File: src/rtl/dff_shift_reg.sv
// Load / shift / rotate register with a step-counting IDLE/RUN sequencer.
// Optional PAR output is enabled by defining DFF_SHIFT_REG_PARITY_EN.
module dff_shift_reg #(
  parameter int              WIDTH     = 8,
  parameter logic [WIDTH-1:0] RESET_VAL = '0
) (
  input  logic                   CLK,
  input  logic                   RST_N,
  input  logic                   START,
  input  logic [1:0]             MODE,
  input  logic [$clog2(WIDTH):0] AMT,
  input  logic [WIDTH-1:0]       D,
  input  logic                   SIN,
  output logic [WIDTH-1:0]       Q1,
  output logic [WIDTH-1:0]       Q2,
  output logic                   BUSY,
  output logic                   DONE
`ifdef DFF_SHIFT_REG_PARITY_EN
  ,
  output logic                   PAR
`endif
);

  localparam int AW = $clog2(WIDTH) + 1;

  typedef enum logic {
    IDLE = 1'b0,
    RUN  = 1'b1
  } state_e;

  state_e           state_q, state_d;
  logic [AW-1:0]    cnt_q, cnt_d;
  logic [1:0]       mode_q, mode_d;
  logic [WIDTH-1:0] q1_q, q1_d;
  logic             done_q, done_d;

  logic [AW-1:0]    amt_eff;
  logic [1:0]       sel_mode;
  logic [WIDTH-1:0] step_val;

  always_ff @(posedge CLK or negedge RST_N) begin
    if (!RST_N) begin
      state_q <= IDLE;
      cnt_q   <= '0;
      mode_q  <= '0;
      q1_q    <= RESET_VAL;
      done_q  <= 1'b0;
    end else begin
      state_q <= state_d;
      cnt_q   <= cnt_d;
      mode_q  <= mode_d;
      q1_q    <= q1_d;
      done_q  <= done_d;
    end
  end

  // Once running, the mode captured at START drives every step.
  always_comb begin
    amt_eff  = (AMT > AW'(WIDTH)) ? AW'(WIDTH) : AMT;
    sel_mode = (state_q == RUN) ? mode_q : MODE;
    step_val = q1_q;
    case (sel_mode)
      2'b01:   step_val = {q1_q[WIDTH-2:0], SIN};
      2'b10:   step_val = {SIN, q1_q[WIDTH-1:1]};
      2'b11:   step_val = {q1_q[0], q1_q[WIDTH-1:1]};
      default: step_val = q1_q;
    endcase
  end

  always_comb begin
    state_d = state_q;
    cnt_d   = cnt_q;
    mode_d  = mode_q;
    q1_d    = q1_q;
    done_d  = 1'b0;
    unique case (state_q)
      IDLE: begin
        if (START) begin
          if (MODE == 2'b00) begin
            q1_d   = D;
            done_d = 1'b1;
          end else if (amt_eff == '0) begin
            done_d = 1'b1;
          end else begin
            q1_d = step_val;
            if (amt_eff == AW'(1)) begin
              done_d = 1'b1;
            end else begin
              state_d = RUN;
              cnt_d   = amt_eff - AW'(1);
              mode_d  = MODE;
            end
          end
        end
      end
      RUN: begin
        q1_d  = step_val;
        cnt_d = cnt_q - AW'(1);
        if (cnt_q == AW'(1)) begin
          state_d = IDLE;
          cnt_d   = '0;
          done_d  = 1'b1;
        end
      end
      default: state_d = IDLE;
    endcase
  end

  always_comb begin
    Q1   = q1_q;
    Q2   = ~q1_q;
    BUSY = (state_q == RUN);
    DONE = done_q;
  end

`ifdef DFF_SHIFT_REG_PARITY_EN
  assign PAR = ^q1_q;
`endif

endmodule

File: config.mk
export PLATFORM = sky130hd
export DESIGN_NAME = dff_shift_reg
export DESIGN_NICKNAME = d
export VERILOG_FILES = /design/src/rtl/dff_shift_reg.sv
export SDC_FILE = /design/constraint.sdc
export NUM_CORES = 1
export LEC_CHECK = 0
export ABC_CLOCK_PERIOD_IN_PS = 1300
export CORE_ASPECT_RATIO = 0.75
export CORE_UTILIZATION = 35
export DETAILED_ROUTE_END_ITERATION = 10
export SYNTH_ARGS = -nofsm -noshare
export SYNTH_HDL_FRONTEND = slang
export SYNTH_SLANG_ARGS = --single-unit
File: constraint.sdc
create_clock -name CLK -period 1.3 [get_ports CLK]
set_input_delay 0.13 -clock CLK [delete_from_list [all_inputs] [get_ports CLK]]
set_output_delay 0.13 -clock CLK [all_outputs]
set_load 0.005 [all_outputs]
==> key figures, run 1 <==
Cells and area
  • Final core area utilization: 64.3%
  • Fraction of final layout cells sized beyond drive strength 1: 39.3%
  • Number of diodes added for antenna fixing: 0
  • Net count of the finished layout: 234
  • Growth of design area from synthesis to finish: 75.5%
  • Cell area after layout: 0.00211 mm^2

Global route
  • Total congestion overflow after global routing: 0
  • Maximum number of pins on one net before global-route repair: 18
  • Via count of the first global-routing pass: 1266
  • First-pass GRT wire length: 6180 um
  • All-Layer GR Usage: 21.6%
  • Initial antenna violation count: 0

Worst setup path
  • Delay contributed by the slowest stage of the critical path: 0.49 ns
  • CP endpoint kind: register
  • Worst-case register-to-register setup slack: -0.18 ns
  • Critical Path RT: 1.44 ns
  • Crit path launch type: register
  • Largest fanout of any net on the critical path: 7
  • Crit path cell chain: nand2_2 > o32ai_4 > a221o_1 > a32o_1
  • Capturing point of the worst reg2reg path: Q1[2]
  • Slowest cell on the critical path: sky130_fd_sc_hd__dfrtp_2
  • Launching point of the worst reg2reg path: BUSY
  • Crit path arrival time: 1.62 ns
  • Type of the worst setup path: register to register
  • Reg2reg path depth: 4

Synthesis
  • Net Count, Synth: 152
  • Share of synthesized flip-flops with an asynchronous set or reset: 100%
  • Syn Area/Cell: 9.20 um^2
  • Number of enable-type register cells in the synthesized netlist: 0
  • Synthesized flop and latch total: 16
  • Post-synth top flop: sky130_fd_sc_hd__dfrtp_1
  • Post-synthesis cell type count: 40
  • Seq/Total Area, Yosys: 33.2%
  • Instance count of the mapped netlist: 131
  • Synthesized area: 0.00120 mm^2
  • Number of warnings reported in the yosys synthesis log: 0

Timing
  • Slew at the pin closest to its max-slew limit: 0.415 ns
  • Final period utilization: 114%
  • Final hold viol count: 0
  • Time the final worst path needs with I/O delays and setup: 1.48 ns
  • Number of max-slew violations in the final report: 0
  • Final number of setup-violating endpoints: 20
  • Layout Skew: 0.00138 ns
  • Highest clock frequency the design can meet: 676 MHz
  • Post-route worst setup slack: -0.179 ns
  • Unrepaired setup endpoints after global routing: yes
  • Relative slew slack: 72.3%

Clock network
  • Maximum clock path buffer count: 2
  • Buffer cell driving the clock tree root: sky130_fd_sc_hd__clkbuf_8
  • Clock sink count: 16
  • Clock H-tree levels: 1
  • Worst skew pair latency: 0.25 ns
  • Register clock-pin slew on the reported worst setup and hold paths: 0.07 ns
  • Clock tree from TritonCTS: yes
  • Clock buffers created by TritonCTS: 3

Run status
  • Violations in the final reports: setup timing
  • Status: finished, violations left

Pwr
  • Peak ir drop on the vdd network: 0.000962 V
  • Pwr per Cell Area: 2150 mW/mm^2
  • Final Power: 4.54 mW
  • Lkg Pwr: 0.933 nW

Floorplan
  • Die Wd: 69.8 um
  • Starting Density: 36.6%
  • IO Count: 36
  • Core Box Area: 0.00329 mm^2
  • Vertical extent of the die: 52.8 um
  • Count of standard-cell rows: 18
  • Area of the die: 0.00368 mm^2

Hold path
  • Type of the tightest min-delay check: input pin to asynchronous set/reset pin

Run
  • MaxCap Viol Count: 0

Placement
  • Placed standard-cell area: 0.00181 mm^2
  • Buffers added on ports: 35
  • Worst slack at placement: -0.616 ns
  • Routability-driven placement congestion ratio: 0.850
  • Detailed-placement wirelength estimate: 2520 um

Detailed routing
  • DRC violations left: 0
  • Routed len/inst: 15.6 um
  • Via count of the routed design: 1359
  • Initial detailed-routing violation count: 117
  • TritonRoute pass-1 iters: 4
  • Number of nets with antenna violations after detailed routing: 0
  • Detailed-route wire length: 3920 um
  • Vias per cell: 5.41
## placed cells by master (no fill, tap or decap), drive strengths merged, types with 3 or more instances in the layout
cell type and instances:
nand2b 6, dlygate4sd2 8, mux2 5, dfrtp 16, nand3 3, inv 16
o21ai 4, a221o 7, or3 8, ha 3, a21oi 8, clkdlybuf4s15 3
a32o 7, nand2 10, clkbuf 4, clkdlybuf4s50 22, buf 51, mux2i 3
## metrics by stage
stage,TNS [ns],cells,hold slack (ns)
final,-2.17,251,0.195
after global routing,-3.38,251,0.229
after global placement,-7.69,231,0.471
after CTS,-2.06,248,0.204
after floorplan,-0.945,131,-0.166
after detailed placement,-8.55,231,0.470
## final cells by class
class	instances	area, um^2
fillers	269	1170
multi-input cells	90	805
well taps	40	50.0
repair buffers	86	754
clock buffers	3	41.3
inverters	16	62.6
flip-flops and latches	16	402
## metal layers
metal	track usage (%)	part of all wire, %
met1	30.9	47
met2	34.3	48
met3	2.88	4.2
met4	6.00	1.5
met5	0	0
## worst max-delay path, delay by kind of cell, from the launching register on
kind	cells	cell delay (ns)
AO/OA/AOI/OAI	3	0.77
flip-flops	1	0.49
AND/OR/NAND/NOR	1	0.12
## worst max-delay path by stage
stage | endpoint | slack, ns | cells past startpoint | from
global route | Q1[2] | -0.23 | 4 | BUSY
floorplan | Q1[6] | -0.12 | 5 | BUSY
detailed placement | Q1[0] | -0.62 | 6 | AMT[3]
global placement | Q1[4] | -0.55 | 6 | AMT[3]
CTS | Q1[6] | -0.16 | 4 | BUSY
finish | Q1[2] | -0.18 | 4 | BUSY
## cells in the mapped netlist, types with 3 or more instances
master                     instances  area share, %
sky130_fd_sc_hd__clkbuf_1          3           0.93
sky130_fd_sc_hd__a32o_1            7            5.8
sky130_fd_sc_hd__dfrtp_1          16             33
sky130_fd_sc_hd__mux2i_1           3            2.5
sky130_fd_sc_hd__nand3_1           3            1.2
sky130_fd_sc_hd__nand2_1          10            3.1
sky130_fd_sc_hd__a221o_1           7            5.8
sky130_fd_sc_hd__ha_1              3            3.1
sky130_fd_sc_hd__a21oi_1           8            3.3
sky130_fd_sc_hd__inv_1            16            5.0
sky130_fd_sc_hd__nand2b_1          6            3.1
sky130_fd_sc_hd__o21ai_0           3            1.2
sky130_fd_sc_hd__or3_1             8            4.2
sky130_fd_sc_hd__mux2_2            5            4.7
## power by group
| part | total (mW) | switching (mW) | internal, mW |
|---|---|---|---|
| combinational | 3.14 | 1.26 | 1.87 |
| clock | 0.387 | 0.181 | 0.206 |
| sequential | 1.01 | 0.271 | 0.742 |
## state kept, by name, indices dropped and copies added (netlist names)
| name | flops |
|---|---|
| DONE | 1 |
| BUSY | 1 |
| Q1 | 8 |
| mode_q | 2 |
| cnt_q | 4 |
## kinds of logic after synthesis
| logic type | share of synthesized area (%) |
|---|---|
| buf+inv | 9.86 |
| fa+ha+maj | 3.12 |
| simple gates | 17.1 |
| xor+xnor | 0.727 |
| mux | 7.16 |
| compound gates | 28.8 |
| flops | 33.2 |
## repair_timing
item                       in CTS  in global routing
gates resized for setup        40                 14
hold buffers                    0                  0
pin swaps                      16                 17
setup endpoints to repair      33                 26
setup buffers                  17                  4
Note: power is estimated with default switching activity, not from simulation.
==> run 2, diff against run 1 <==
- ABC_CLOCK_PERIOD_IN_PS: 1300 -> 1800
- SLEW_MARGIN: unset -> 25
- clock period: 1.3 -> 1.8 ns (I/O delays scaled with it)
==> key figures, run 2 (synthesis gave the netlist of run 1 again) <==
Timing
  • Total Neg Setup Slack: 0 ns (+2.17 ns)
  • Time the final worst path needs with I/O delays and setup: 1.72 ns
  • Final Hold Slack: 0.253 ns (+0.0582 ns)
  • Highest clock frequency the design can meet: 582 MHz
  • Number of max-slew violations in the final report: 0 (unchanged)
  • Final period utilization: 95.4%
  • Relative slew slack: 80.6% (+8.3 points)
  • Final hold viol count: 0 (unchanged)
  • Slew at the pin closest to its max-slew limit: 0.289 ns (-0.125 ns)
  • Layout Skew: 0.00581 ns (+0.00443 ns)
  • Final number of setup-violating endpoints: 0 (-100%)
  • Unrepaired setup endpoints after global routing: no

Placement
  • Placed standard-cell area: 0.00169 mm^2 (-6.9%)
  • Routability-driven placement congestion ratio: 0.805 (-5.3%)
  • Buffers added on ports: 35 (unchanged)
  • Detailed-placement wirelength estimate: 2430 um (-3.8%)

Global route
  • First-pass GRT wire length: 5560 um (-10%)
  • All-Layer GR Usage: 19.6% (-2.0 points)
  • Maximum number of pins on one net before global-route repair: 25 (+7)
  • Initial antenna violation count: 0 (unchanged)
  • Total congestion overflow after global routing: 0 (unchanged)
  • Via count of the first global-routing pass: 1088 (-14%)

Clock network
  • Register clock-pin slew on the reported worst setup and hold paths: 0.07 ns (about the same)
  • Quantity of hold-fixing buffers added after cts: 0 (unchanged)
  • Clock buffers created by TritonCTS: 3 (unchanged)
  • Number of setup buffers added after CTS: 0 (-17)
  • Worst skew pair latency: 0.25 ns (about the same)
  • Count of cells resized by post-cts repair: 0 (-100%)
  • Clock sink count: 16 (unchanged)
  • Clock H-tree levels: 1 (unchanged)
  • Clock tree from TritonCTS: yes
  • Buffer cell driving the clock tree root: sky130_fd_sc_hd__clkbuf_8
  • Maximum clock path buffer count: 2 (unchanged)

Cells and area
  • Number of filler cells placed in the layout: 299 (+11%)
  • Flip-flop count of the largest register after layout: 8 (unchanged)
  • Sequential cell area: 400 um^2 (-0.31%)
  • Net count of the finished layout: 202 (-14%)
  • Cell area after layout: 0.00175 mm^2 (-17%)
  • Area of combinational cells with multiple inputs: 686 um^2 (-15%)
  • Fraction of final layout cells sized beyond drive strength 1: 17.8% (-22 points)
  • Growth of design area from synthesis to finish: 45.1%
  • Number of diodes added for antenna fixing: 0 (unchanged)
  • Top library cells by usage in the layout, fill and taps aside: sky130_fd_sc_hd__clkdlybuf4s50_1, sky130_fd_sc_hd__buf_4, sky130_fd_sc_hd__dfrtp_1, sky130_fd_sc_hd__inv_1, sky130_fd_sc_hd__nand2_1
  • Commonest non-fill, non-tap cell in the layout: sky130_fd_sc_hd__clkdlybuf4s50_1

Worst setup path
  • Type of the worst setup path: register to output pin
  • Crit path arrival time: 1.54 ns (-0.08 ns)
  • CP endpoint kind: output pin
  • Crit path launch type: register
  • Largest fanout of any net on the critical path: 24 (+17)
  • Critical Path RT: 1.62 ns (+0.18 ns)

Floorplan
  • Core Box Area: 0.00329 mm^2 (unchanged)
  • Starting Density: 36.6% (unchanged)
  • Area of the die: 0.00368 mm^2 (unchanged)
  • Die Wd: 69.8 um (unchanged)
  • IO Count: 36 (unchanged)
  • Count of standard-cell rows: 18 (unchanged)
  • Vertical extent of the die: 52.8 um (unchanged)

Pwr
  • Lkg Pwr: 0.722 nW (-23%)
  • Peak ir drop on the vdd network: 0.000906 V (-5.8%)
  • Pwr per Cell Area: 1520 mW/mm^2 (-29%)

Detailed routing
  • Initial detailed-routing violation count: 51 (-56%)
  • Vias per cell: 5.42 (about the same)
  • Via count of the routed design: 1192 (-12%)
  • TritonRoute pass-1 iters: 4 (unchanged)
  • Routed len/inst: 14.8 um (-5.1%)
  • Number of nets with antenna violations after detailed routing: 0 (unchanged)
  • DRC violations left: 0 (unchanged)
  • Detailed-route wire length: 3260 um (-17%)

Hold path
  • Type of the tightest min-delay check: input pin to asynchronous set/reset pin

Run
  • MaxCap Viol Count: 0 (unchanged)

Run status
  • Status: completed
-- run 2: worst paths after layout --
kind,from,to,slack [ns],depth (start not counted)
max,BUSY,BUSY,0.08,2
min,RST_N,Q1[7],0.25,2
max reg2reg,BUSY,Q1[7],0.16,5
min reg2reg,cnt_q[1],cnt_q[1],0.58,2
max in group asynchronous,RST_N,cnt_q[3],1.36,2
min in group CLK,cnt_q[1],cnt_q[1],0.58,2
-- run 2: worst max-delay path, cell delays in order, from the launching register on --
cell	delay, ns
sky130_fd_sc_hd__dfrtp_1	0.51
sky130_fd_sc_hd__buf_6	0.25
sky130_fd_sc_hd__clkdlybuf4s50_1	0.52
-- run 2: layout make-up --
class                           count  share of cell area (%)
Clock buffer                        4                    3.15
Tap cell                           40                    2.86
Multi-Input combinational cell     90                    39.2
Inverter                           16                    3.44
Timing Repair Buffer               54                    28.4
Sequential cell                    16                    22.9
-- run 2: layer usage --
layer / wire length, um / vias to the layer above / GRT usage (%)
met3: 124 / 2 / 4.23
li1: - / 586 / -
met5: 0 / - / 0
met2: 1480 / 29 / 30.4
met1: 1630 / 575 / 28.4
met4: 16 / 0 / 3.00
-- run 2: where the power goes --
group	leakage (nW)	switching (mW)	total, mW	internal, mW
sequential	0.197	0.239	0.772	0.533
combinational	0.496	0.645	1.56	0.915
clock	0.0288	0.124	0.318	0.194
-- run 2: per-stage QoR --
step | instances | total power [mW] | worst slack (ns) | util, %
after floorplan | 131 | 1.63 | 0.329 | -
after global placement | 216 | 2.29 | -0.0773 | 51.4
after detailed placement | 216 | 2.32 | -0.115 | 51.4
after CTS | 220 | 2.64 | 0.00296 | 53.0
after global routing | 220 | 2.89 | 0.00333 | 53.2
final | 220 | 2.65 | 0.0820 | 53.2
